--- src/rtl/maze_move_ctrl.sv ---
// maze_move_ctrl: turns button presses into single-step moves on a bounded grid
// with a step budget, decodes position status and runs the exit timer.
// Ports:
//   clk_50MHz_i, rst_async_la_i        clock, asynchronous active-low reset
//   btn_up/down/left/right_i           asynchronous active-high buttons
//   freeze_i                           ignore all moves while high
//   enable_count_last_i                exit timer enable
//   pos_x_o, pos_y_o, steps_left_o     current position and remaining steps
//   move_ack_o, bump_o                 one-cycle accept / edge-reject pulses
//   in_key_pos_o, in_exit_pos_o        position matches key / exit cell
//   out_of_steps_o, timeout_15s_o      step budget exhausted, exit timer expired
module maze_move_ctrl #(
    parameter int GRID_W         = 8,
    parameter int GRID_H         = 8,
    parameter int MAX_STEPS      = 32,
    parameter int START_X        = 0,
    parameter int START_Y        = 0,
    parameter int KEY_X          = 5,
    parameter int KEY_Y          = 2,
    parameter int EXIT_X         = 7,
    parameter int EXIT_Y         = 7,
    parameter int TIMEOUT_CYCLES = 750000000,
    localparam int XW            = $clog2(GRID_W),
    localparam int YW            = $clog2(GRID_H),
    localparam int SW            = $clog2(MAX_STEPS + 1)
) (
    input  logic          clk_50MHz_i,
    input  logic          rst_async_la_i,
    input  logic          btn_up_i,
    input  logic          btn_down_i,
    input  logic          btn_left_i,
    input  logic          btn_right_i,
    input  logic          freeze_i,
    input  logic          enable_count_last_i,
    output logic [XW-1:0] pos_x_o,
    output logic [YW-1:0] pos_y_o,
    output logic [SW-1:0] steps_left_o,
    output logic          move_ack_o,
    output logic          bump_o,
    output logic          in_key_pos_o,
    output logic          in_exit_pos_o,
    output logic          out_of_steps_o,
    output logic          timeout_15s_o
);
    logic [3:0]    btn, sync1, sync2, sync3, rise;
    logic [2:0]    prime;
    logic [29:0]   cnt;
    logic          take, at_edge;
    logic [XW-1:0] nx;
    logic [YW-1:0] ny;

    // bit order sets priority: up > down > left > right
    assign btn = {btn_up_i, btn_down_i, btn_left_i, btn_right_i};
    // edges are only trusted once sync3 holds a real sample, so buttons held
    // through reset never look like a fresh press
    assign rise = prime[2] ? (sync2 & ~sync3) : 4'd0;

    always_comb begin
        at_edge = rise[3] ? (pos_y_o == '0) :
                  rise[2] ? (pos_y_o == YW'(GRID_H - 1)) :
                  rise[1] ? (pos_x_o == '0) :
                            (pos_x_o == XW'(GRID_W - 1));
        nx      = (rise[3] | rise[2]) ? pos_x_o :
                  rise[1] ? pos_x_o - 1'b1 : pos_x_o + 1'b1;
        ny      = rise[3] ? pos_y_o - 1'b1 :
                  rise[2] ? pos_y_o + 1'b1 : pos_y_o;
        take    = (|rise) && !freeze_i && (steps_left_o != '0);
    end

    always_ff @(posedge clk_50MHz_i or negedge rst_async_la_i) begin
        if (!rst_async_la_i) begin
            sync1        <= '0;
            sync2        <= '0;
            sync3        <= '0;
            prime        <= '0;
            pos_x_o      <= XW'(START_X);
            pos_y_o      <= YW'(START_Y);
            steps_left_o <= SW'(MAX_STEPS);
            move_ack_o   <= 1'b0;
            bump_o       <= 1'b0;
        end else begin
            sync1      <= btn;
            sync2      <= sync1;
            sync3      <= sync2;
            prime      <= {prime[1:0], 1'b1};
            move_ack_o <= take && !at_edge;
            bump_o     <= take && at_edge;
            if (take && !at_edge) begin
                pos_x_o      <= nx;
                pos_y_o      <= ny;
                steps_left_o <= steps_left_o - 1'b1;
            end
        end
    end

    // counter holds at the terminal value so the flag stays up until enable drops
    always_ff @(posedge clk_50MHz_i or negedge rst_async_la_i) begin
        if (!rst_async_la_i) begin
            cnt           <= '0;
            timeout_15s_o <= 1'b0;
        end else if (!enable_count_last_i) begin
            cnt           <= '0;
            timeout_15s_o <= 1'b0;
        end else if (cnt == 30'(TIMEOUT_CYCLES - 1)) begin
            timeout_15s_o <= 1'b1;
        end else begin
            cnt <= cnt + 30'd1;
        end
    end

    assign in_key_pos_o   = (pos_x_o == XW'(KEY_X)) && (pos_y_o == YW'(KEY_Y));
    assign in_exit_pos_o  = (pos_x_o == XW'(EXIT_X)) && (pos_y_o == YW'(EXIT_Y));
    assign out_of_steps_o = (steps_left_o == '0);
endmodule

--- config.mk ---
export PLATFORM = sky130hd
export DESIGN_NAME = maze_move_ctrl
export DESIGN_NICKNAME = d
export VERILOG_FILES = /design/src/rtl/maze_move_ctrl.sv
export SDC_FILE = /design/constraint.sdc
export NUM_CORES = 1
export LEC_CHECK = 0
export CAP_MARGIN = 20
export CORE_UTILIZATION = 51
export CTS_CLUSTER_DIAMETER = 120
export CTS_CLUSTER_SIZE = 24
export DETAILED_ROUTE_END_ITERATION = 7
export PLACE_DENSITY_LB_ADDON = 0.08
export REMOVE_ABC_BUFFERS = 1
export SETUP_SLACK_MARGIN = 0.05
export SYNTH_ARGS = -nofsm -noshare
export SYNTH_HDL_FRONTEND = slang
export SYNTH_SLANG_ARGS = --single-unit
--- constraint.sdc ---
create_clock -name clk_50MHz_i -period 1.81 [get_ports clk_50MHz_i]
set_input_delay 0.181 -clock clk_50MHz_i [delete_from_list [all_inputs] [get_ports clk_50MHz_i]]
set_output_delay 0.181 -clock clk_50MHz_i [all_outputs]
set_load 0.01 [all_outputs]
==> results.ini, run 1 <==
[timing]
fin_hold_ws_ns = 0.2749
fin_worst_skew_ns = 0.003518
fin_crit_ns = 1.823
setup_viol = 1
relSlewSlack_pct = 60.98
max_freq_ghz = 0.5486
final-hold-violation-count = 0
grt_setup_unrepaired = true
post-route-period-util_pct = 100.7
postLayoutSetupSlackWorst_ns = -0.01268
worst_slew_pin_slew_ns = 0.5853
drv_slew = 0

[global_routing]
grtUsageTotal_pct = 21.60
grt_max_degree = 27
grt-ovfl-total = 0
first_global_vias = 1886
antenna_found_initial = 0
grt_pass1_wl_um = 8618

[die]
rows = 26
io_pins = 26
die_width_um = 75.60
core_um2 = 5172
fp.dieH_um = 75.60
die-area_um2 = 5715
initial_core_util_pct = 53.41

[critical_path]
crit_slowest_cell = dfrtp_1
worstRegToRegCells = 6
critPathKind = reg2reg
cp_data_required_time_ns = 2.03
start_kind = flop
critical_path_cell_count = 6
end_kind = flop
crit_buf_inv = 1
crit_family = simple AND/OR/NAND/NOR gates
crit_arrival_ns = 2.04
critPathMaxFanout = 4
path_cells = nor4b_2 > nand4_2 > nor4_4 > buf_6 > mux2i_1 > nor2_1
critPathMaxStageDelay_ns = 0.39

[route]
viasPerCell = 5.159
vias = 2074
wl_per_cell_um = 13.16
drt_pre_antenna_iters = 4
drc = 0
ant_nets = 0
totalWireLength_um = 5291
drt_iter0_drc = 68

[logic_synthesis]
synth_area_leaders = dfrtp_1 (53%), xor2_1 (5.7%), xnor2_1 (4.4%), nor2_1 (4.2%), nand3_1 (3.4%)
syn_inst = 253
seq_area_frac_synth_pct = 54.39
post-synth-top-count-cell = dfrtp_1
synthTopCellsByCount = dfrtp_1 (59), nor2_1 (31), nand3_1 (19), xor2_1 (18), nand4_1 (15)
ys_types = 41
async_reset_ff_share_pct = 100.0
yosysTopAreaCell = dfrtp_1
synth-edff-count = 0
syn-cell-area_um2 = 2763
synth_seq_cells = 60
synth_top_cell_area_share_pct = 53.44
ys.flop_type = dfrtp_1
syn-mean-instance-area_um2 = 10.92
yosys_warnings = 0

[status]
violations = setup timing
status = finished, violations left

[clocking]
cts_num_sinks = 60
clk_latency_ns = 0.34
cts_tree = yes
clkTransAtPathRegs_ns = 0.06
clockBufferDepth = 2
numCtsBuffers = 9
htreeDepth = 3
cts_root_buffer = clkbuf_8

[run]
max_cap_violations = 0

[placed_design]
finalWeightedCongestion = 0.7965
place_area_um2 = 3303
port_buffers = 25
dpl.hpwl_um = 3579
dp.cells = 373

[pwr]
leakage_uw = 0.001665
p_per_area_nw_per_um2 = 1084
peakVddDrop_mv = 0.6806
power.total_uw = 3998

[min_path]
hp-class = in2reg
hold_path_depth = 1

[finish]
area_growth_pct = 33.51
layout.nets = 340
antenna_cells = 0
fin_cells = 402
design_area_um2 = 3689
fill_cells = 371
drive_gt1_share_pct = 24.70

## cells in the final DEF, fill, tap and decap left out, drive strengths merged, types with 3 or more instances in the layout
master	synthesis	routed
a21oi	4	4
and3	6	6
buf	1	40
clkbuf	1	13
clkdlybuf4s50	0	21
clkinv	1	3
dfrtp	59	59
ha	3	3
inv	11	11
mux2i	5	5
nand2	10	10
nand3	19	19
nand3b	3	3
nand4	17	17
nor2	31	31
nor2b	3	3
nor3	11	11
nor4	3	3
nor4b	3	3
o21ai	7	7
or3	3	3
xnor2	14	14
xor2	18	18
## power by group
part	leakage [uW]	total (uW)	switching [uW]	internal [uW]
clock	0.000110	1250	503	749
combinational	0.000787	1040	440	597
sequential	0.000768	1710	184	1520
## area by class of cell
type / count / area (um2) / area share [%]
clock buffer: 13 / 168.9 / 4.579
timing repair buffer: 65 / 568.0 / 15.40
multi-input combinational: 179 / 1265 / 34.29
tap: 70 / 87.58 / 2.374
sequential: 60 / 1510 / 40.94
inverter: 12 / 45.04 / 1.221
clock inverter: 3 / 43.79 / 1.187
## worst register-to-register path: stages, from the launching register on
cell and delay, ns:
dfrtp_1 0.39, nor4b_2 0.32, nand4_2 0.20, nor4_4 0.37
buf_6 0.19, mux2i_1 0.19, nor2_1 0.05
## worst paths after layout
kind | slack (ns) | startpoint | endpoint
min in group asynchronous | 0.37 | rst_async_la_i | steps_left_o[2]$_DFFE_PN0P_
worst max register to register | -0.01 | cnt[14]$_DFFE_PN0P_ | cnt[1]$_DFFE_PN0P_
max in group asynchronous | 0.85 | rst_async_la_i | cnt[28]$_DFFE_PN0P_
worst min-delay path | 0.27 | btn_left_i | sync1[1]$_DFF_PN0_
worst max-delay path | -0.01 | cnt[14]$_DFFE_PN0P_ | cnt[1]$_DFFE_PN0P_
worst min register to register | 0.35 | sync1[0]$_DFF_PN0_ | sync2[0]$_DFF_PN0_
## through the flow
stage | setup slack [ns] | utilization, % | TNS [ns]
2_1_floorplan | 0.04584 | - | 0
3_3_place_gp | 0.02906 | 63.86 | 0
3_5_place_dp | -0.02913 | 63.86 | -0.05677
4_1_cts | -0.02186 | 68.96 | -0.02186
5_1_grt | -0.1167 | 71.31 | -0.4650
6_report | -0.01268 | 71.31 | -0.01268
## logic make-up (layout without fill, tap and decap cells)
logic type,count (synthesis),count (layout),share of synthesized area [%]
simple gates,118,118,24.73
flops,60,60,54.39
xor+xnor,32,32,10.14
compound gates,18,18,4.076
buf+inv,14,93,1.902
fa+ha+maj,5,5,2.808
mux,5,5,1.812
other cells,1,1,0.1357
## layer usage
layer	up-vias	global-route usage, %	wire length [um]
li1	1035	-	-
met3	5	9.524	227
met2	39	31.65	2435
met5	-	0	0
met4	0	9.465	70
met1	995	27.90	2558
## sequential cells by signal, summed over array words and instances, names as in the netlist
name	flops
move_ack_o	1
timeout_15s_o	1
bump_o	1
sync3	4
pos_x_o	3
prime	3
cnt	30
sync1	4
pos_y_o	3
sync2	4
steps_left_o	6
## what timing repair did
action | in CTS | in global routing
endpoints found under the hold margin | 22 | 0
endpoints found under the setup margin | 16 | 17
resized for setup | 9 | 16
hold buffers | 1 | 0
setup buffers | 3 | 9
pin swaps | 7 | 9
(Power assumes the default switching activity.)
==> run 2: changes to the inputs <==
- HOLD_SLACK_MARGIN: default -> 0.1
- SETUP_SLACK_MARGIN: 0.05 -> 0.02
==> results.ini, run 2 (same netlist as run 1, synthesis figures left out) <==
[status]
status = finished, violations left
violations = setup timing

[finish]
utilization_pct = 70.56
final_cell_mix = dfrtp_1 (53), buf_4 (36), nor2_1 (30)
fin_cells = 400
area_growth_pct = 32.11
largest_reg_flops = 30
top_register = cnt
mostFrequentLayoutCell = dfrtp_1
drive_gt1_share_pct = 23.64
fill_cells = 378
top_regs = cnt (30), steps_left_o (6)
antenna_cells = 0
layout.nets = 338

[timing]
drv_slew = 0
worst_slew_pin_slew_ns = 0.5870
final-hold-violation-count = 0
fin_worst_skew_ns = 0.003811
setup_viol = 1
max_freq_ghz = 0.5465
post-route-period-util_pct = 101.1
relSlewSlack_pct = 60.87
grt_setup_unrepaired = true
postLayoutSetupSlackWorst_ns = -0.01970
fin_crit_ns = 1.830

[die]
fp.dieH_um = 75.60
die-area_um2 = 5715
io_pins = 26
core_um2 = 5172
rows = 26
die_width_um = 75.60
initial_core_util_pct = 53.41

[placed_design]
port_buffers = 25
dpl.hpwl_um = 3579
dp.cells = 373
finalWeightedCongestion = 0.7965

[pwr]
p_per_area_nw_per_um2 = 1087
power.total_uw = 3966
pwr-share-comb_pct = 25.4
seq_power_share_pct = 43.0
clkPwrFrac_pct = 31.5
leakage_uw = 0.001646
peakVddDrop_mv = 0.6784
p_switching_uw = 1117
switching_share_pct = 28.16
internal_power_uw = 2849

[route]
viasPerCell = 5.135
drt_iter0_drc = 68
vias = 2054
ant_nets = 0
drt_pre_antenna_iters = 4
wl_per_cell_um = 12.86
drc = 0
totalWireLength_um = 5143

[clocking]
clk_latency_ns = 0.34
clkTransAtPathRegs_ns = 0.06
cts_root_buffer = clkbuf_8
cts_num_sinks = 60
htreeDepth = 3
clockBufferDepth = 2
numCtsBuffers = 9
cts_tree = yes

[min_path]
hp-class = in2reg

[global_routing]
first_global_vias = 1884
grtUsageTotal_pct = 21.60
antenna_found_initial = 0
grt-ovfl-total = 0
grt_max_degree = 27
grt_pass1_wl_um = 8618

[critical_path]
crit_arrival_ns = 2.05
crit_slowest_cell = dfrtp_1
critPathMaxStageDelay_ns = 0.39
critPathKind = reg2reg
crit_buf_inv = 1
cp_data_required_time_ns = 2.03
path_cells = nor4b_2 > nand4_2 > nor4_4 > buf_4 > mux2i_1 > nor2_1
end_kind = flop
crit_family = simple AND/OR/NAND/NOR gates
critPathMaxFanout = 4
start_kind = flop

[run]
max_cap_violations = 0

==> run 2: layer usage <==
metal  GRT usage [%]  vias up  share of wire [%]
met5               0        -                  0
met4           9.465        0                1.5
met3           9.524        6                3.9
met2           31.65       32                 46
met1           27.90      984                 49
li1                -     1032                  -
==> run 2: stage by stage <==
step	setup slack (ns)	setup TNS [ns]	hold slack (ns)	area, um2
after global placement	0.02906	0	0.2164	3303
after detailed placement	-0.02913	-0.05677	0.2241	3303
final	-0.01970	-0.01970	0.2763	3650
after floorplan	0.04584	0	-0.1146	2755
after CTS	-0.01601	-0.01601	0.2567	3566
after global routing	-0.1194	-0.4390	0.2563	3650
==> run 2: cell type report <==
cell class              count  area, um2  share of cell area (%)
clock inverters             3      43.79                   1.200
clock buffers              13      168.9                   4.628
well taps                  70      87.58                   2.400
multi-input cells         179       1249                   34.21
repair buffers             63      545.5                   14.95
inverters                  12      45.04                   1.234
flip-flops and latches     60       1510                   41.38
==> run 2: worst reg2reg max path, stage by stage (launching register included) <==
cell and delay (ns):
dfrtp_1 0.39, nor4b_2 0.32, nand4_2 0.20, nor4_4 0.36
buf_4 0.21, mux2i_1 0.19, nor2_1 0.05
==> run 2: repair_timing <==
action,in CTS,in global routing
setup endpoints to repair,10,15
hold buffers,1,0
hold endpoints to repair,22,0
gates resized for setup,7,13
pin swaps,6,6
setup buffers,3,7
==> run 2: power by group through the flow <==
| stage | registers (uW) | clock network (uW) | logic, uW |
|---|---|---|---|
| after CTS | 1710 | 1290 | 920 |
| after detailed placement | 1720 | 0 | 887 |
| after global placement | 1710 | 0 | 868 |
| after global routing | 1730 | 1350 | 1120 |
| final | 1710 | 1250 | 1010 |
| after floorplan | 1760 | 0 | 370 |
==> run 2: path summary, 6_finish.rpt <==
check	start	to	slack (ns)	cells past startpoint
worst max-delay path	cnt[14]$_DFFE_PN0P_	cnt[1]$_DFFE_PN0P_	-0.02	6
worst min-delay path	btn_left_i	sync1[1]$_DFF_PN0_	0.28	1
worst max register to register	cnt[14]$_DFFE_PN0P_	cnt[1]$_DFFE_PN0P_	-0.02	6
worst min register to register	sync1[0]$_DFF_PN0_	sync2[0]$_DFF_PN0_	0.35	0
max in group asynchronous	rst_async_la_i	cnt[28]$_DFFE_PN0P_	0.85	3
min in group asynchronous	rst_async_la_i	steps_left_o[2]$_DFFE_PN0P_	0.37	2
==> run 3: changes to the inputs <==
- CORE_UTILIZATION: 51 -> 56
- CTS_CLUSTER_SIZE: 24 -> default
- DONT_BUFFER_PORTS: default -> 1
==> results.ini, run 3 (same netlist as run 1, synthesis figures left out) <==
[finish]
antenna_cells = 0
mostFrequentLayoutCell = dfrtp_1
fill_cells = 336
top_register = cnt
area_growth_pct = 24.46
top_regs = cnt (30), steps_left_o (6)
largest_reg_flops = 30
fin_cells = 377
final_cell_mix = dfrtp_1 (58), buf_4 (34), nor2_1 (30)
layout.nets = 318
drive_gt1_share_pct = 22.90

[die]
core_um2 = 4723
io_pins = 26
die_width_um = 72.24
rows = 25
fp.dieH_um = 72.24
die-area_um2 = 5218
initial_core_util_pct = 58.49

[timing]
fin_hold_ws_ns = 0.2566
grt_setup_unrepaired = true
post-route-period-util_pct = 98.46
drv_slew = 0
fin_crit_ns = 1.782
max_freq_ghz = 0.5611
final-hold-violation-count = 0
setup_viol = 0
fin_worst_skew_ns = 0.008286

[route]
vias = 1995
drt_iter0_drc = 96
ant_nets = 0
totalWireLength_um = 5053
wl_per_cell_um = 13.40
viasPerCell = 5.292
drc = 0
drt_pre_antenna_iters = 4

[clocking]
clkTransAtPathRegs_ns = 0.07
clk_latency_ns = 0.33
cts_tree = yes
clockBufferDepth = 2
cts_root_buffer = clkbuf_8
cts_num_sinks = 60
numCtsBuffers = 9
htreeDepth = 3

[critical_path]
start_kind = flop
cp_data_required_time_ns = 2.02
end_kind = flop
path_cells = ha_2 > and3_4 > nand3_2 > nor4_4 > buf_4 > mux2i_1 > nor2_1
critPathMaxFanout = 6
crit_buf_inv = 1
crit_arrival_ns = 2.00
critPathMaxStageDelay_ns = 0.38
crit_slowest_cell = dfrtp_1
critPathKind = reg2reg
crit_family = simple AND/OR/NAND/NOR gates

[global_routing]
grt_max_degree = 61
antenna_found_initial = 0
first_global_vias = 2004
grt_pass1_wl_um = 8680
grtUsageTotal_pct = 22.28
grt-ovfl-total = 0

[pwr]
leakage_uw = 0.001532
p_per_area_nw_per_um2 = 1062
internal_power_uw = 2547
seq_power_share_pct = 45.6
peakVddDrop_mv = 0.8793
p_switching_uw = 1104
clkPwrFrac_pct = 33.0
power.total_uw = 3650
switching_share_pct = 30.24
pwr-share-comb_pct = 21.4

[min_path]
hp-class = in2reg

[run]
max_cap_violations = 0

[placed_design]
finalWeightedCongestion = 0.7936
dpl.hpwl_um = 3377
dp.cells = 350
port_buffers = 0

[status]
status = complete, no violations

-- run 3: worst min-delay path, cell delays in order --
cell	delay, ns
clkinv_1	0.02
buf_4	0.27
a21oi_1	0.07
-- run 3: power groups by stage --
| stage | Clock, uW | Combinational (uW) | Sequential [uW] |
|---|---|---|---|
| 4_1_cts | 1240 | 780 | 1660 |
| 6_report | 1210 | 780 | 1670 |
| 3_3_place_gp | 0 | 703 | 1680 |
| 2_1_floorplan | 0 | 370 | 1760 |
| 5_1_grt | 1300 | 877 | 1690 |
| 3_5_place_dp | 0 | 726 | 1690 |
-- run 3: final timing paths --
check | to | depth (start not counted) | from | slack (ns)
max in group asynchronous | steps_left_o[5]$_DFFE_PN1P_ | 2 | rst_async_la_i | 1.16
worst max-delay path | cnt[1]$_DFFE_PN0P_ | 7 | cnt[1]$_DFFE_PN0P_ | 0.03
worst min register to register | prime[2]$_DFF_PN0_ | 0 | prime[1]$_DFF_PN0_ | 0.35
worst max register to register | cnt[1]$_DFFE_PN0P_ | 7 | cnt[1]$_DFFE_PN0P_ | 0.03
min in group asynchronous | steps_left_o[4]$_DFFE_PN0P_ | 2 | rst_async_la_i | 0.37
worst min-delay path | cnt[5]$_DFFE_PN0P_ | 3 | enable_count_last_i | 0.26
-- run 3: through the flow --
stage	area, um2	util, %	setup TNS, ns	setup WS [ns]
2_1_floorplan	2755	-	0	0.04584
4_1_cts	3400	71.97	0	0.01276
3_5_place_dp	3079	65.19	0	0.009081
3_3_place_gp	3079	65.19	0	0.01897
6_report	3438	72.79	0	0.02780
5_1_grt	3438	72.79	-0.2813	-0.07982
-- run 3: metal layers --
metal  up-vias  wire length [um]  global-route usage (%)
met3         6               126                   5.972
met2        19              2383                   34.68
met4         0                65                   11.76
met1       980              2478                   28.68
met5         -                 0                       0
li1        990                 -                       -
-- run 3: what timing repair did --
item,in CTS,in global routing
hold buffers,8,0
gates resized for setup,3,8
endpoints found under the hold margin,70,0
pin swaps,1,6
buffers inserted,1,2
endpoints found under the setup margin,5,20
-- run 3: cell type report --
type,instances,area [um2],area share (%)
clock buffers,11,141.4,4.112
clock inverters,5,61.31,1.783
inverters,12,45.04,1.310
multi-input cells,179,1239,36.03
flip-flops and latches,60,1504,43.74
well taps,67,83.83,2.438
repair buffers,43,364.1,10.59
